### config.mk
export PLATFORM = sky130hd
export DESIGN_NAME = thread_fetch_scheduler
export DESIGN_NICKNAME = d
export VERILOG_FILES = /design/src/rtl/mt_pkg.sv /design/src/rtl/rr_arbiter.sv /design/src/rtl/thread_fetch_scheduler.sv
export SDC_FILE = /design/constraint.sdc
export NUM_CORES = 1
export LEC_CHECK = 0
export ABC_AREA = 1
export CELL_PAD_IN_SITES_DETAIL_PLACEMENT = 2
export CELL_PAD_IN_SITES_GLOBAL_PLACEMENT = 2
export CORE_MARGIN = 2
export CORE_UTILIZATION = 31
export CTS_BUF_LIST = sky130_fd_sc_hd__clkbuf_4
export DETAILED_ROUTE_END_ITERATION = 8
export PLACE_DENSITY_LB_ADDON = 0.1
export SLEW_MARGIN = 20
export SYNTH_ARGS = -nofsm -noshare
export SYNTH_HDL_FRONTEND = slang
export SYNTH_HIERARCHICAL = 1
export SYNTH_SLANG_ARGS = --single-unit
### constraint.sdc
create_clock -name clk -period 3.3 [get_ports clk]
set_input_delay 0.825 -clock clk [delete_from_list [all_inputs] [get_ports clk]]
set_output_delay 0.825 -clock clk [all_outputs]
set_load 0.02 [all_outputs]
### src/rtl/mt_pkg.sv
// Shared definitions for the multithreaded fetch path.
//   NT_DEFAULT  : default number of hardware threads
//   INSTR_BYTES : fetch advance per instruction
//   thread_state_t : per-thread run state
//   tid_width() : thread-id width for a given thread count (at least 1 bit)
package mt_pkg;

  localparam int NT_DEFAULT  = 4;
  localparam int INSTR_BYTES = 4;

  typedef enum logic [1:0] {T_IDLE, T_RUN, T_WAIT} thread_state_t;

  function automatic int tid_width(input int n);
    return (n <= 2) ? 1 : $clog2(n);
  endfunction

endpackage

### src/rtl/rr_arbiter.sv
// Round-robin arbiter, purely combinational.
// Grants the first requester strictly after 'last', wrapping modulo NT.
//   req       : request vector, bit i = requester i
//   last      : id granted most recently
//   gnt_valid : at least one request present
//   gnt_id    : granted id (0 when gnt_valid=0)
module rr_arbiter
  import mt_pkg::*;
#(
  parameter  int NT   = NT_DEFAULT,
  localparam int TIDW = tid_width(NT)
) (
  input  logic [NT-1:0]   req,
  input  logic [TIDW-1:0] last,
  output logic            gnt_valid,
  output logic [TIDW-1:0] gnt_id
);

  logic [TIDW-1:0] idx;

  // Scan offsets 1..NT from 'last'; NT is a power of two so the add wraps
  // naturally and offset NT lands back on 'last' itself.
  always_comb begin
    gnt_valid = 1'b0;
    gnt_id    = '0;
    idx       = '0;
    for (int i = 1; i <= NT; i++) begin
      idx = last + TIDW'(i);
      if (!gnt_valid && req[idx]) begin
        gnt_valid = 1'b1;
        gnt_id    = idx;
      end
    end
  end

endmodule

### src/rtl/thread_fetch_scheduler.sv
// Fine-grained multithreading fetch sequencer.
// Keeps a PC and run state per hardware thread, picks one RUN thread per
// cycle round-robin and presents its PC to instruction fetch.
//   clk, nReset      : clock, asynchronous active-low reset
//   stall            : fetch cannot accept; hold selection and PCs
//   start_*          : start an IDLE thread at start_pc
//   redirect_*       : resolved taken branch/jump for a thread
//   halt_*           : thread returns to IDLE
//   wait_* / wake_*  : thread blocks / resumes
//   fetch_valid/tid/pc : selected thread and its PC (same cycle)
//   run_mask         : bit i = thread i in RUN
//   all_idle         : every thread IDLE
module thread_fetch_scheduler
  import mt_pkg::*;
#(
  parameter  int              NT       = NT_DEFAULT,
  parameter  int              XLEN     = 32,
  parameter  logic [XLEN-1:0] RESET_PC = '0,
  localparam int              TIDW     = tid_width(NT)
) (
  input  logic            clk,
  input  logic            nReset,
  input  logic            stall,
  input  logic            start_valid,
  input  logic [TIDW-1:0] start_tid,
  input  logic [XLEN-1:0] start_pc,
  input  logic            redirect_valid,
  input  logic [TIDW-1:0] redirect_tid,
  input  logic [XLEN-1:0] redirect_pc,
  input  logic            halt_valid,
  input  logic [TIDW-1:0] halt_tid,
  input  logic            wait_valid,
  input  logic [TIDW-1:0] wait_tid,
  input  logic            wake_valid,
  input  logic [TIDW-1:0] wake_tid,
  output logic            fetch_valid,
  output logic [TIDW-1:0] fetch_tid,
  output logic [XLEN-1:0] fetch_pc,
  output logic [NT-1:0]   run_mask,
  output logic            all_idle
);

  thread_state_t   state_q [NT];
  thread_state_t   state_d [NT];
  logic [XLEN-1:0] pc_q    [NT];
  logic [XLEN-1:0] pc_d    [NT];
  logic [TIDW-1:0] last_q;
  logic [TIDW-1:0] last_d;

  logic            gnt_valid;
  logic [TIDW-1:0] gnt_id;
  logic            advance;

  always_comb begin
    run_mask = '0;
    all_idle = 1'b1;
    for (int t = 0; t < NT; t++) begin
      run_mask[t] = (state_q[t] == T_RUN);
      if (state_q[t] != T_IDLE) all_idle = 1'b0;
    end
  end

  rr_arbiter #(.NT(NT)) u_arb (
    .req       (run_mask),
    .last      (last_q),
    .gnt_valid (gnt_valid),
    .gnt_id    (gnt_id)
  );

  assign fetch_valid = gnt_valid;
  assign fetch_tid   = gnt_valid ? gnt_id : '0;
  assign fetch_pc    = gnt_valid ? pc_q[gnt_id] : RESET_PC;
  assign advance     = gnt_valid && !stall;

  // Updates are applied lowest priority first so that later assignments win:
  // increment < start < redirect < wait < halt.
  always_comb begin
    last_d = advance ? gnt_id : last_q;
    for (int t = 0; t < NT; t++) begin
      state_d[t] = state_q[t];
      pc_d[t]    = pc_q[t];

      if (advance && gnt_id == TIDW'(t))
        pc_d[t] = pc_q[t] + XLEN'(INSTR_BYTES);

      if (start_valid && start_tid == TIDW'(t) && state_q[t] == T_IDLE) begin
        state_d[t] = T_RUN;
        pc_d[t]    = start_pc;
      end

      // Redirect also applies to IDLE threads; it only moves the PC.
      if (redirect_valid && redirect_tid == TIDW'(t))
        pc_d[t] = redirect_pc;

      if (wake_valid && wake_tid == TIDW'(t) && state_q[t] == T_WAIT)
        state_d[t] = T_RUN;

      if (wait_valid && wait_tid == TIDW'(t) && state_q[t] == T_RUN)
        state_d[t] = T_WAIT;

      // Halt drops any same-cycle PC change and parks the thread.
      if (halt_valid && halt_tid == TIDW'(t) && state_q[t] != T_IDLE) begin
        state_d[t] = T_IDLE;
        pc_d[t]    = pc_q[t];
      end
    end
  end

  always_ff @(posedge clk or negedge nReset) begin
    if (!nReset) begin
      last_q <= TIDW'(NT - 1);
      for (int t = 0; t < NT; t++) begin
        state_q[t] <= T_IDLE;
        pc_q[t]    <= RESET_PC;
      end
    end else begin
      last_q <= last_d;
      for (int t = 0; t < NT; t++) begin
        state_q[t] <= state_d[t];
        pc_q[t]    <= pc_d[t];
      end
    end
  end

endmodule

-- Word-level counts from Yosys, hierarchy flattened
Cells that the tools add are included.
W data, S select, Z words.
- bits in registers: 138
- bits of input ports: 82
- output and inout bits: 40
- logic and storage cells: 179
- add/subtract/negate cells: 7
- magnitude comparators: 5
- eq/ne operators: 26
- muxes and demuxes: 53
- bitwise operators: 5
- reduce and logical (&&, ||, !) cells: 74
- operators by type and width (cell ; number):
    $mux W32 ; 15
    $add A32 B3 Y32 const B ; 4
    $bmux W32 S2 ; 1
    $logic_and A1 B1 Y1 ; 44
    $mux W2 ; 21
    $eq A2 B2 Y1 const B ; 16
    $eq A2 B1 Y1 const B ; 10
    $logic_not A2 Y1 ; 10
    $reduce_bool A4 Y1 ; 4
    $lt A2 B3 Y1 const B ; 4
    $mux W1 ; 12
    $reduce_bool A3 Y1 ; 4
    $bmux W1 S2 ; 4
    $reduce_and A2 Y1 ; 4
    $reduce_bool A2 Y1 ; 4
    $add A2 B2 Y2 const B ; 2
    $logic_not A1 Y1 ; 4
    $not A1 Y1 ; 4
    $ge A3 B3 Y1 const B ; 1
    $not A2 Y3 ; 1
    $add A2 B1 Y2 const B ; 1

-- Logic depth before layout (Yosys ltp)
Gate-level depths: netlist of run 1.
- word-level depth: 18
- mapped depth: 20

-- Modules after synthesis
The synthesis of run 1 kept the hierarchy.
- modules (own cells, without submodules) (module ; instances ; cells an instance ; area each (um2)):
    thread_fetch_scheduler ; 1 ; 2022 ; 11820.1
    rr_arbiter ; 1 ; 49 ; 290.3

-- Least setup slack after synthesis of run 1
No wires, ideal clock.
- kind: register -> output
- start point: reg state_q[3] (netlist bit)
- end point: out fetch_pc[8]
- arrival: 2.646 ns
- slack: -0.171 ns
- stages on the path, launching flop included: 13
- path buffers: 1
- cells stage by stage: dfrtp_1 > nor2_1 > nand2_1 > nand2_4 > nand2_4 > nand2_4 > nor2_1 > a21oi_1 > nand3_1 > nor2_1 > clkbuf_1 > a22oi_1 > a31oi_1
- cells in the longest elaborated chain, start to end: 18
- elaborated cells between the ends (all ways): 28
- those cells by class: eq/ne (1); mux (20); bitwise (1); reduce/logical (6)
- RTL lines (item ; RTL line ; RTL):
    start, declared ; thread_fetch_scheduler.sv:43 ; thread_state_t state_q [NT];
    start signal, assigned by index ; thread_fetch_scheduler.sv:119 ; state_q[t] <= state_d[t];
    $eq A2 B1 Y1 (*) ; thread_fetch_scheduler.sv:58 ; run_mask[t] = (state_q[t] == T_RUN);
    named net run_mask[2] ; thread_fetch_scheduler.sv:39 ; output logic [NT-1:0] run_mask,
    $bmux W1 S2 ; rr_arbiter.sv:29 ; if (!gnt_valid && req[idx]) begin
    $mux W1 (implied by the code) ; rr_arbiter.sv:29 ;
    $mux W1 ; rr_arbiter.sv:29 ;
    $logic_not A1 Y1 ; rr_arbiter.sv:29 ;
    $logic_and A1 B1 Y1 ; rr_arbiter.sv:29 ;
    $mux W1 ; rr_arbiter.sv:29 ;
    [... 3 more ...] ; -- ;
    $logic_not A1 Y1 ; rr_arbiter.sv:29 ;
    $logic_and A1 B1 Y1 ; rr_arbiter.sv:29 ;
    $mux W2 (*) ; rr_arbiter.sv:29 ;
    named net gnt_id[0] ; thread_fetch_scheduler.sv:51 ; logic [TIDW-1:0] gnt_id;
    $not A2 Y3 (implied by the code) (*) ; thread_fetch_scheduler.sv:72 ; assign fetch_pc = gnt_valid ? pc_q[gnt_id] : RESET_PC;
    $bmux W32 S2 (*) ; thread_fetch_scheduler.sv:72 ;
    $mux W32 (implied by the code) (*) (2 in series) ; thread_fetch_scheduler.sv:72 ;
    $mux W32 (*) ; thread_fetch_scheduler.sv:72 ;
    end, declared ; thread_fetch_scheduler.sv:38 ; output logic [XLEN-1:0] fetch_pc,
Mark *: on every way through the listed nets, which the timed path passes. The rest lies on a longest branch. The select of a mux whose other input is x is not followed.

-- Worst setup path in the final report of run 1
- start point: reg last_q[0]
- end point: out fetch_pc[13]
- cells in the longest elaborated chain, start to end: 18
- elaborated cells between the ends (all ways): 30
- those cells by class: add/sub (3); mux (20); bitwise (1); reduce/logical (6)
- RTL lines (item ; RTL line ; RTL):
    start, declared ; thread_fetch_scheduler.sv:47 ; logic [TIDW-1:0] last_q;
    start signal, assigned ; thread_fetch_scheduler.sv:111 ; last_q <= TIDW'(NT - 1);
    start signal, assigned ; thread_fetch_scheduler.sv:117 ; last_q <= last_d;
    $add A2 B1 Y2 ; rr_arbiter.sv:28 ; idx = last + TIDW'(i);
    $bmux W1 S2 ; rr_arbiter.sv:29 ;
    $mux W1 (implied by the code) ; rr_arbiter.sv:29 ;
    $mux W1 ; rr_arbiter.sv:29 ;
    $logic_not A1 Y1 ; rr_arbiter.sv:29 ;
    $logic_and A1 B1 Y1 ; rr_arbiter.sv:29 ;
    $mux W1 ; rr_arbiter.sv:29 ;
    $logic_not A1 Y1 ; rr_arbiter.sv:29 ;
    [... 2 more ...] ; -- ;
    $logic_not A1 Y1 ; rr_arbiter.sv:29 ;
    $logic_and A1 B1 Y1 ; rr_arbiter.sv:29 ;
    $mux W2 (*) ; rr_arbiter.sv:29 ;
    named net gnt_id[1] ; thread_fetch_scheduler.sv:51 ;
    $not A2 Y3 (implied by the code) (*) ; thread_fetch_scheduler.sv:72 ;
    $bmux W32 S2 (*) ; thread_fetch_scheduler.sv:72 ;
    $mux W32 (implied by the code) (*) (2 in series) ; thread_fetch_scheduler.sv:72 ;
    $mux W32 (*) ; thread_fetch_scheduler.sv:72 ;
Marks and branches as above.

==> impl_metrics.tcl, run 1 <==
set metrics [dict create \
    maxCapViolCount 0 \
    rsz0062_at_grt "yes" \
    die_w_um 202 \
    synth_top_area_frac 0.281 \
    drc_errors 0 \
    num-fill-cells 4746 \
    p_per_area_nw_per_um2 1370 \
    setup_viol_count_final 35 \
    async_flop_share 1.00 \
    die_area_um2 40700 \
    worst_slack_ns -0.704 \
    final_common_cell "nand2_1" \
    slew_headroom 0.536 \
    worstSetupStartpointType "flip-flop" \
    die_h_um 202 \
    synth-seq-cells 138 \
    ys_types 39 \
    wl_met2_mm 31.3 \
    clockRootBuffer "clkbuf_4" \
    drive_gt1_frac 0.130 \
    grt_overflow_total 0 \
    drtPass1Iterations 7 \
    wl_met3_mm 6.59 \
    initial_core_util 0.313 \
    cts_tree "done" \
    core_um2 38600 \
    p_total_mw 21.2 \
    pre_cts_ws_ns -0.458 \
    wire_per_inst_um 25.7 \
    reg2reg_from "last_q[0]" \
    final_hold_viol_count 0 \
    synth_cells 2071 \
    maxUsedRoutingLayer "met4" \
    vias 15656 \
    synth_area_leaders "dfrtp_1 28%, nand2_1 20%, nor2_1 8.8%, a21oi_1 7.6%, o21ai_0 7.0%" \
    irDropWorstVdd_mv 1.02 \
    syn_area_um2 12100 \
    dpl.hpwl_mm 54.0 \
    worstSkewPairLatency_ns 0.66 \
    antenna_found_initial 4 \
    worstRegToRegCells 19 \
    fp-row-count 72 \
    worst_clock_skew_ns 0.0360 \
    utilization 0.401 \
    synth_area_per_cell_um2 5.85 \
    cts.sinks 138 \
    post-synth-top-area-cell "dfrtp_1" \
    holdBufCountCts 0 \
    clkTransAtPathRegs_ns 0.14 \
    grt_pass1_vias 16174 \
    outcome "finished with violations" \
    synth-edff-count 0 \
    most-common-layout-cells "626 x nand2_1, 276 x nor2_1, 216 x inv_1" \
    viasPerCell 5.68 \
    numCtsBuffers 17 \
    required_ns 2.47 \
    hp-class "primary input to async pin" \
    worstMarginPinSlew_ns 0.696 \
    synthToLayoutAreaGrowth_pct 28.0 \
    ys.flop_type "dfrtp_1" \
    met1Wirelength_mm 31.6 \
    cts.htree.levels 4 \
    period_share 1.21 \
    grt_pass1_wl_mm 103 \
    min_period_ns 4.00 \
    ys_seq_area_frac 0.285 \
    crit_type "flip-flop to output pin" \
    violations "setup timing" \
    cts_buffer_depth 2 \
    p_leak_nw 7.46 \
    crit_path_end_kind "output pin" \
    regToRegSetupSlack_ns 0.14 \
    ant_nets 0 \
    synth-warning-count 6 \
    grt_use_total 0.339 \
    cp.arrival_ns 3.18 \
    grt_max_degree 60 \
    port_buffers 121 \
    finalWeightedCongestion 0.922 \
    ios 122 \
    whs_ns 0.188 \
    r2r-end "pc_q[99]" \
    wl_mm 70.8 \
    fmax_mhz 250 \
    num-nets-final 2307 \
    drv_slew 0 \
    syn_nets 2157 \
    cp_max_fo 6 \
    drt_iter0_drc 1154 \
]
[worst max path at each step]
stage	startpoint	to	slack, ns	depth (start not counted)
2_1_floorplan	state_q[3]	fetch_pc[21]	0.03	15
4_1_cts	last_q[0]	fetch_pc[24]	-0.61	16
6_report	last_q[0]	fetch_pc[13]	-0.70	16
3_5_place_dp	last_q[0]	fetch_pc[7]	-0.46	14
3_3_place_gp	last_q[0]	fetch_pc[13]	-0.33	14
5_1_grt	last_q[0]	fetch_pc[16]	-0.85	16
[area by class of cell]
class	instances	area, µm²	area share
Clock inverter	14	155	0.0100
Inverter	235	902	0.0582
Timing Repair Buffer	213	2200	0.142
Clock buffer	18	135	0.00872
Tap cell	518	648	0.0418
Multi-Input combinational cell	1616	8000	0.516
Sequential cell	138	3460	0.223
Antenna cell	3	7.51	0.000484
[metal layers]
layer / track usage / vias to the layer above
li1: - / 7032
met3: 0.0729 / 75
met1: 0.486 / 7988
met2: 0.521 / 561
met5: 0 / -
met4: 0.0772 / 0
[Yosys cell counts (all sizes together) (7+ instances only)]
| library cell | count |
|---|---|
| a21oi | 183 |
| a221oi | 31 |
| a22oi | 16 |
| a31oi | 7 |
| and2 | 7 |
| buf | 35 |
| clkbuf | 47 |
| dfrtp | 136 |
| inv | 234 |
| nand2 | 658 |
| nand3 | 158 |
| nand3b | 10 |
| nand4 | 10 |
| nor2 | 289 |
| o211ai | 8 |
| o21ai | 169 |
| o22ai | 25 |
| xor2 | 20 |
[what timing repair did]
action,4_1_cts,5_1_grt
cloned,2,7
buffers inserted,10,10
gates resized for setup,231,85
setup endpoints to repair,36,83
hold endpoints to repair,0,0
pin swaps,10,31
[through the flow]
| stage | TNS, ns | std cells | area [µm²] |
|---|---|---|---|
| after global routing | -26.79 | 2754 | 15500 |
| after CTS | -18.80 | 2735 | 14900 |
| after detailed placement | -12.62 | 2691 | 14300 |
| after global placement | -8.03 | 2691 | 14300 |
| after floorplan | 0 | 2071 | 12100 |
| final | -21.60 | 2755 | 15500 |
[logic make-up (layout without fill, tap and decap cells)]
family	Yosys count	count (layout)	synth area share
adder cells (fa/ha/maj)	4	4	0.00413
other	0	3	0
XOR/XNOR	26	26	0.0188
AND/OR/NAND/NOR	1142	1142	0.386
flip-flops	138	138	0.285
buffers and inverters	317	480	0.103
AO/OA/AOI/OAI	444	444	0.203
[state kept, by name (all words and copies together), names as in the netlist]
signal,cells
last_q,2
pc_q,128
state_q,8
[power breakdown]
part | internal [mW] | total [mW] | switching, mW
combinational | 6.57 | 16.2 | 9.63
clock | 0.521 | 1.31 | 0.785
sequential | 2.42 | 3.69 | 1.27
[worst max-delay path, cell delays in order (launching register included)]
cell,delay [ns]
dfstp_2,0.63
buf_6,0.13
nand2_2,0.07
nand2_4,0.09
nand2_4,0.06
nand2_4,0.09
buf_4,0.11
o21a_1,0.14
nand3_2,0.12
buf_4,0.19
nand2_8,0.14
inv_2,0.11
nand2_2,0.09
o21ai_4,0.07
a221oi_4,0.23
nor2_1,0.08
buf_4,0.16
(Power assumes the default switching activity.)
==> run 2: changes to the inputs <==
- HOLD_SLACK_MARGIN: default -> 0.08
==> results of run 2 <==
No change in the layout: final DEF, timing and power equal those of run 1.
==> run 3: changes to the inputs <==
- ABC_AREA: 1 -> default
- CORE_UTILIZATION: 31 -> 36
- GPL_ROUTABILITY_DRIVEN: default -> 0
==> run 3 against run 2 <==
  * The run still ends with setup timing left
  * Clock skew is 0.0071 ns lower
  * Critical path depth decreased by 8
  * Highest routed layer is now met5
  * Sequential cell count unchanged
  * Critical endpoint is now fetch_pc[30]
  * Largest cell class unchanged
  * Count of clock-buffer cells in the layout grew 2
  * Largest power group unchanged
==> impl_metrics.tcl, run 3 <==
set metrics [dict create \
    outcome "finished with violations" \
    violations "setup timing" \
    cts_tree "done" \
    yosys.cell_count.top_type "dfrtp_1" \
    synth_cells 1417 \
    wire_per_inst_um 30.6 \
    vias 13243 \
    p_leak_nw 5.61 \
    ys_types 89 \
    period_share 1.12 \
    async_flop_share 1.00 \
    min_period_ns 3.71 \
    grt_pass1_wl_mm 88.9 \
    syn_nets 1503 \
    p_per_area_nw_per_um2 1120 \
    drive_gt1_frac 0.184 \
    cp.arrival_ns 2.88 \
    utilization 0.450 \
    drc_errors 0 \
    largest-register "pc_q" \
    drtPass1Iterations 5 \
    dp_cells 1921 \
    tns_ns -11.14 \
    holdBufCountCts 0 \
    fp-row-count 65 \
    startpoint "last_q[1]" \
    synth_area_leaders "dfrtp_1 30%, mux4_2 6.1%, a21oi_1 5.5%, nor2_1 4.2%, nand2_1 3.9%" \
    fmax_mhz 270 \
    final_hold_viol_count 0 \
    crit_path_end_kind "output pin" \
    hp-class "primary input to async pin" \
    antenna_found_initial 8 \
    cp_slowest_cell "dfstp_2" \
    num-nets-final 1640 \
    final_common_cell "dfrtp_1" \
    ant_nets 0 \
    core_um2 31500 \
    crit_buf_inv 4 \
    maxCapViolCount 0 \
    cts.sinks 138 \
    setup_viol_count_final 32 \
    worst_clock_skew_ns 0.0289 \
    top_regs "pc_q x128, state_q x8, last_q x2" \
    synth-seq-cells 138 \
    crit_family "multiplexers" \
    synth_top_area_frac 0.296 \
    worst_slack_ns -0.409 \
    cp_slowest_stage_delay_ns 0.64 \
    synth_commonest_cells "136 x dfrtp_1, 129 x nor2_1, 127 x a21oi_1" \
    rsz0062_at_grt "yes" \
    numCtsBuffers 17 \
    largest_reg_flops 128 \
    synth_area_per_cell_um2 8.11 \
    synth-warning-count 6 \
    cts.htree.levels 4 \
    worstMarginPinSlew_ns 0.807 \
    ys.flop_type "dfrtp_1" \
    grt_overflow_total 0 \
    slew_headroom 0.457 \
    viasPerCell 6.73 \
    grt_max_degree 69 \
    grt_pass1_vias 13379 \
    initial_core_util 0.365 \
    crit_type "flip-flop to output pin" \
    irDropWorstVdd_mv 0.550 \
    required_ns 2.47 \
    dpl.hpwl_mm 45.6 \
    die_h_um 183 \
    worstSetupStartpointType "flip-flop" \
    port_buffers 121 \
    cts_buffer_depth 2 \
    post-synth-top-area-cell "dfrtp_1" \
    cp-endpoint "fetch_pc[30]" \
    drv_slew 0 \
    synthToLayoutAreaGrowth_pct 23.3 \
    path_cells "mux2i_1 -> o221ai_4 -> buf_12 -> buf_12 -> buf_6 -> mux4_2 -> and2_4 -> buf_6" \
    syn_area_um2 11500 \
    ios 122 \
    regToRegSetupSlack_ns 0.17 \
    r2r-end "pc_q[113]" \
    worstSkewPairLatency_ns 0.64 \
    clkTransAtPathRegs_ns 0.12 \
    stdcell_count 1969 \
    whs_ns 0.213 \
    drt_iter0_drc 1088 \
    ys_seq_area_frac 0.301 \
    clockRootBuffer "clkbuf_4" \
    synth-edff-count 0 \
    most-common-layout-cells "136 x dfrtp_1, 126 x nor2_1, 125 x a21oi_1" \
    cp_max_fo 7 \
    path_depth 8 \
    reg2reg_from "state_q[5]" \
    worstRegToRegCells 11 \
    grt_use_total 0.360 \
    die_area_um2 33400 \
    wl_mm 60.2 \
    die_w_um 183 \
]
==> run 3: changes by cell type in the layout (fill, tap and decap cells not counted), sizes merged, moves of 25 or more <==
cell and change:
a21oi -55, inv -203, and3 +32, nand2 -539, o21ai -90, a221oi -31, mux4 +32, and2 +37
nor3 +34, nand3 -94, buf +30, nor2 -160, nor4 +25, nand4 +38
==> run 3: layout make-up <==
| class | count | area (µm²) |
|---|---|---|
| fill | 3466 | 17300 |
| multi-input combinational | 1131 | 7550 |
| antenna | 4 | 10.0 |
| timing repair buffer | 239 | 2360 |
| sequential | 138 | 3460 |
| clock inverter | 8 | 33.8 |
| clock buffer | 20 | 150 |
| tap | 402 | 503 |
| inverter | 27 | 101 |
==> run 3: worst reg2reg max path, delay by kind of cell (launching register included) <==
family | cells | cell delay [ns]
flops | 1 | 0.44
buf+inv | 4 | 0.73
simple gates | 2 | 0.81
compound gates | 5 | 1.08
==> run 3: power breakdown <==
group	total (mW)	internal [mW]	switching [mW]
Sequential	4.18	2.47	1.71
Clock	0.994	0.289	0.704
Combinational	10.7	5.39	5.32
Total	15.9	8.15	7.74
==> run 3: kinds of logic (layout without fill, tap and decap cells) <==
group,after synthesis,after routing,synth area share
AO/OA/AOI/OAI,467,467,0.271
XOR/XNOR,39,39,0.0297
multiplexers,41,41,0.0710
AND/OR/NAND/NOR,580,580,0.266
buffers and inverters,148,294,0.0580
flip-flops,138,138,0.301
other,0,4,0
adder cells (fa/ha/maj),4,4,0.00436
==> run 3: timing repair <==
item / CTS / global route
pin swaps: 15 / 2
cloned: 3 / 2
resized for setup: 211 / 28
endpoints found under the hold margin: 0 / 0
endpoints found under the setup margin: 35 / 35
setup buffers: 10 / 4
==> run 3: layer usage <==
metal	wire length, µm	global-route usage
met1	25900	0.500
met2	26600	0.542
met3	5940	0.0986
met4	1670	0.113
met5	43	0
==> run 3: worst min-delay path by stage <==
stage                   start         end  slack (ns)  cells after the start
global placement    last_q[0]   last_q[0]        0.51                      2
finish                 nReset  state_q[7]        0.21                      1
global route           nReset    pc_q[63]        0.24                      1
CTS                    nReset    pc_q[63]        0.21                      1
detailed placement   pc_q[32]    pc_q[32]        0.53                      2
floorplan           pc_q[126]   pc_q[126]        0.47                      1
==> run 3: metrics by stage <==
step	setup slack [ns]	area, µm²	total power, mW
finish	-0.409	14200	15.9
global route	-0.499	14200	16.7
global placement	-0.0958	13700	13.1
floorplan	-0.0689	11500	9.28
CTS	-0.481	14100	15.5
detailed placement	-0.160	13700	13.5
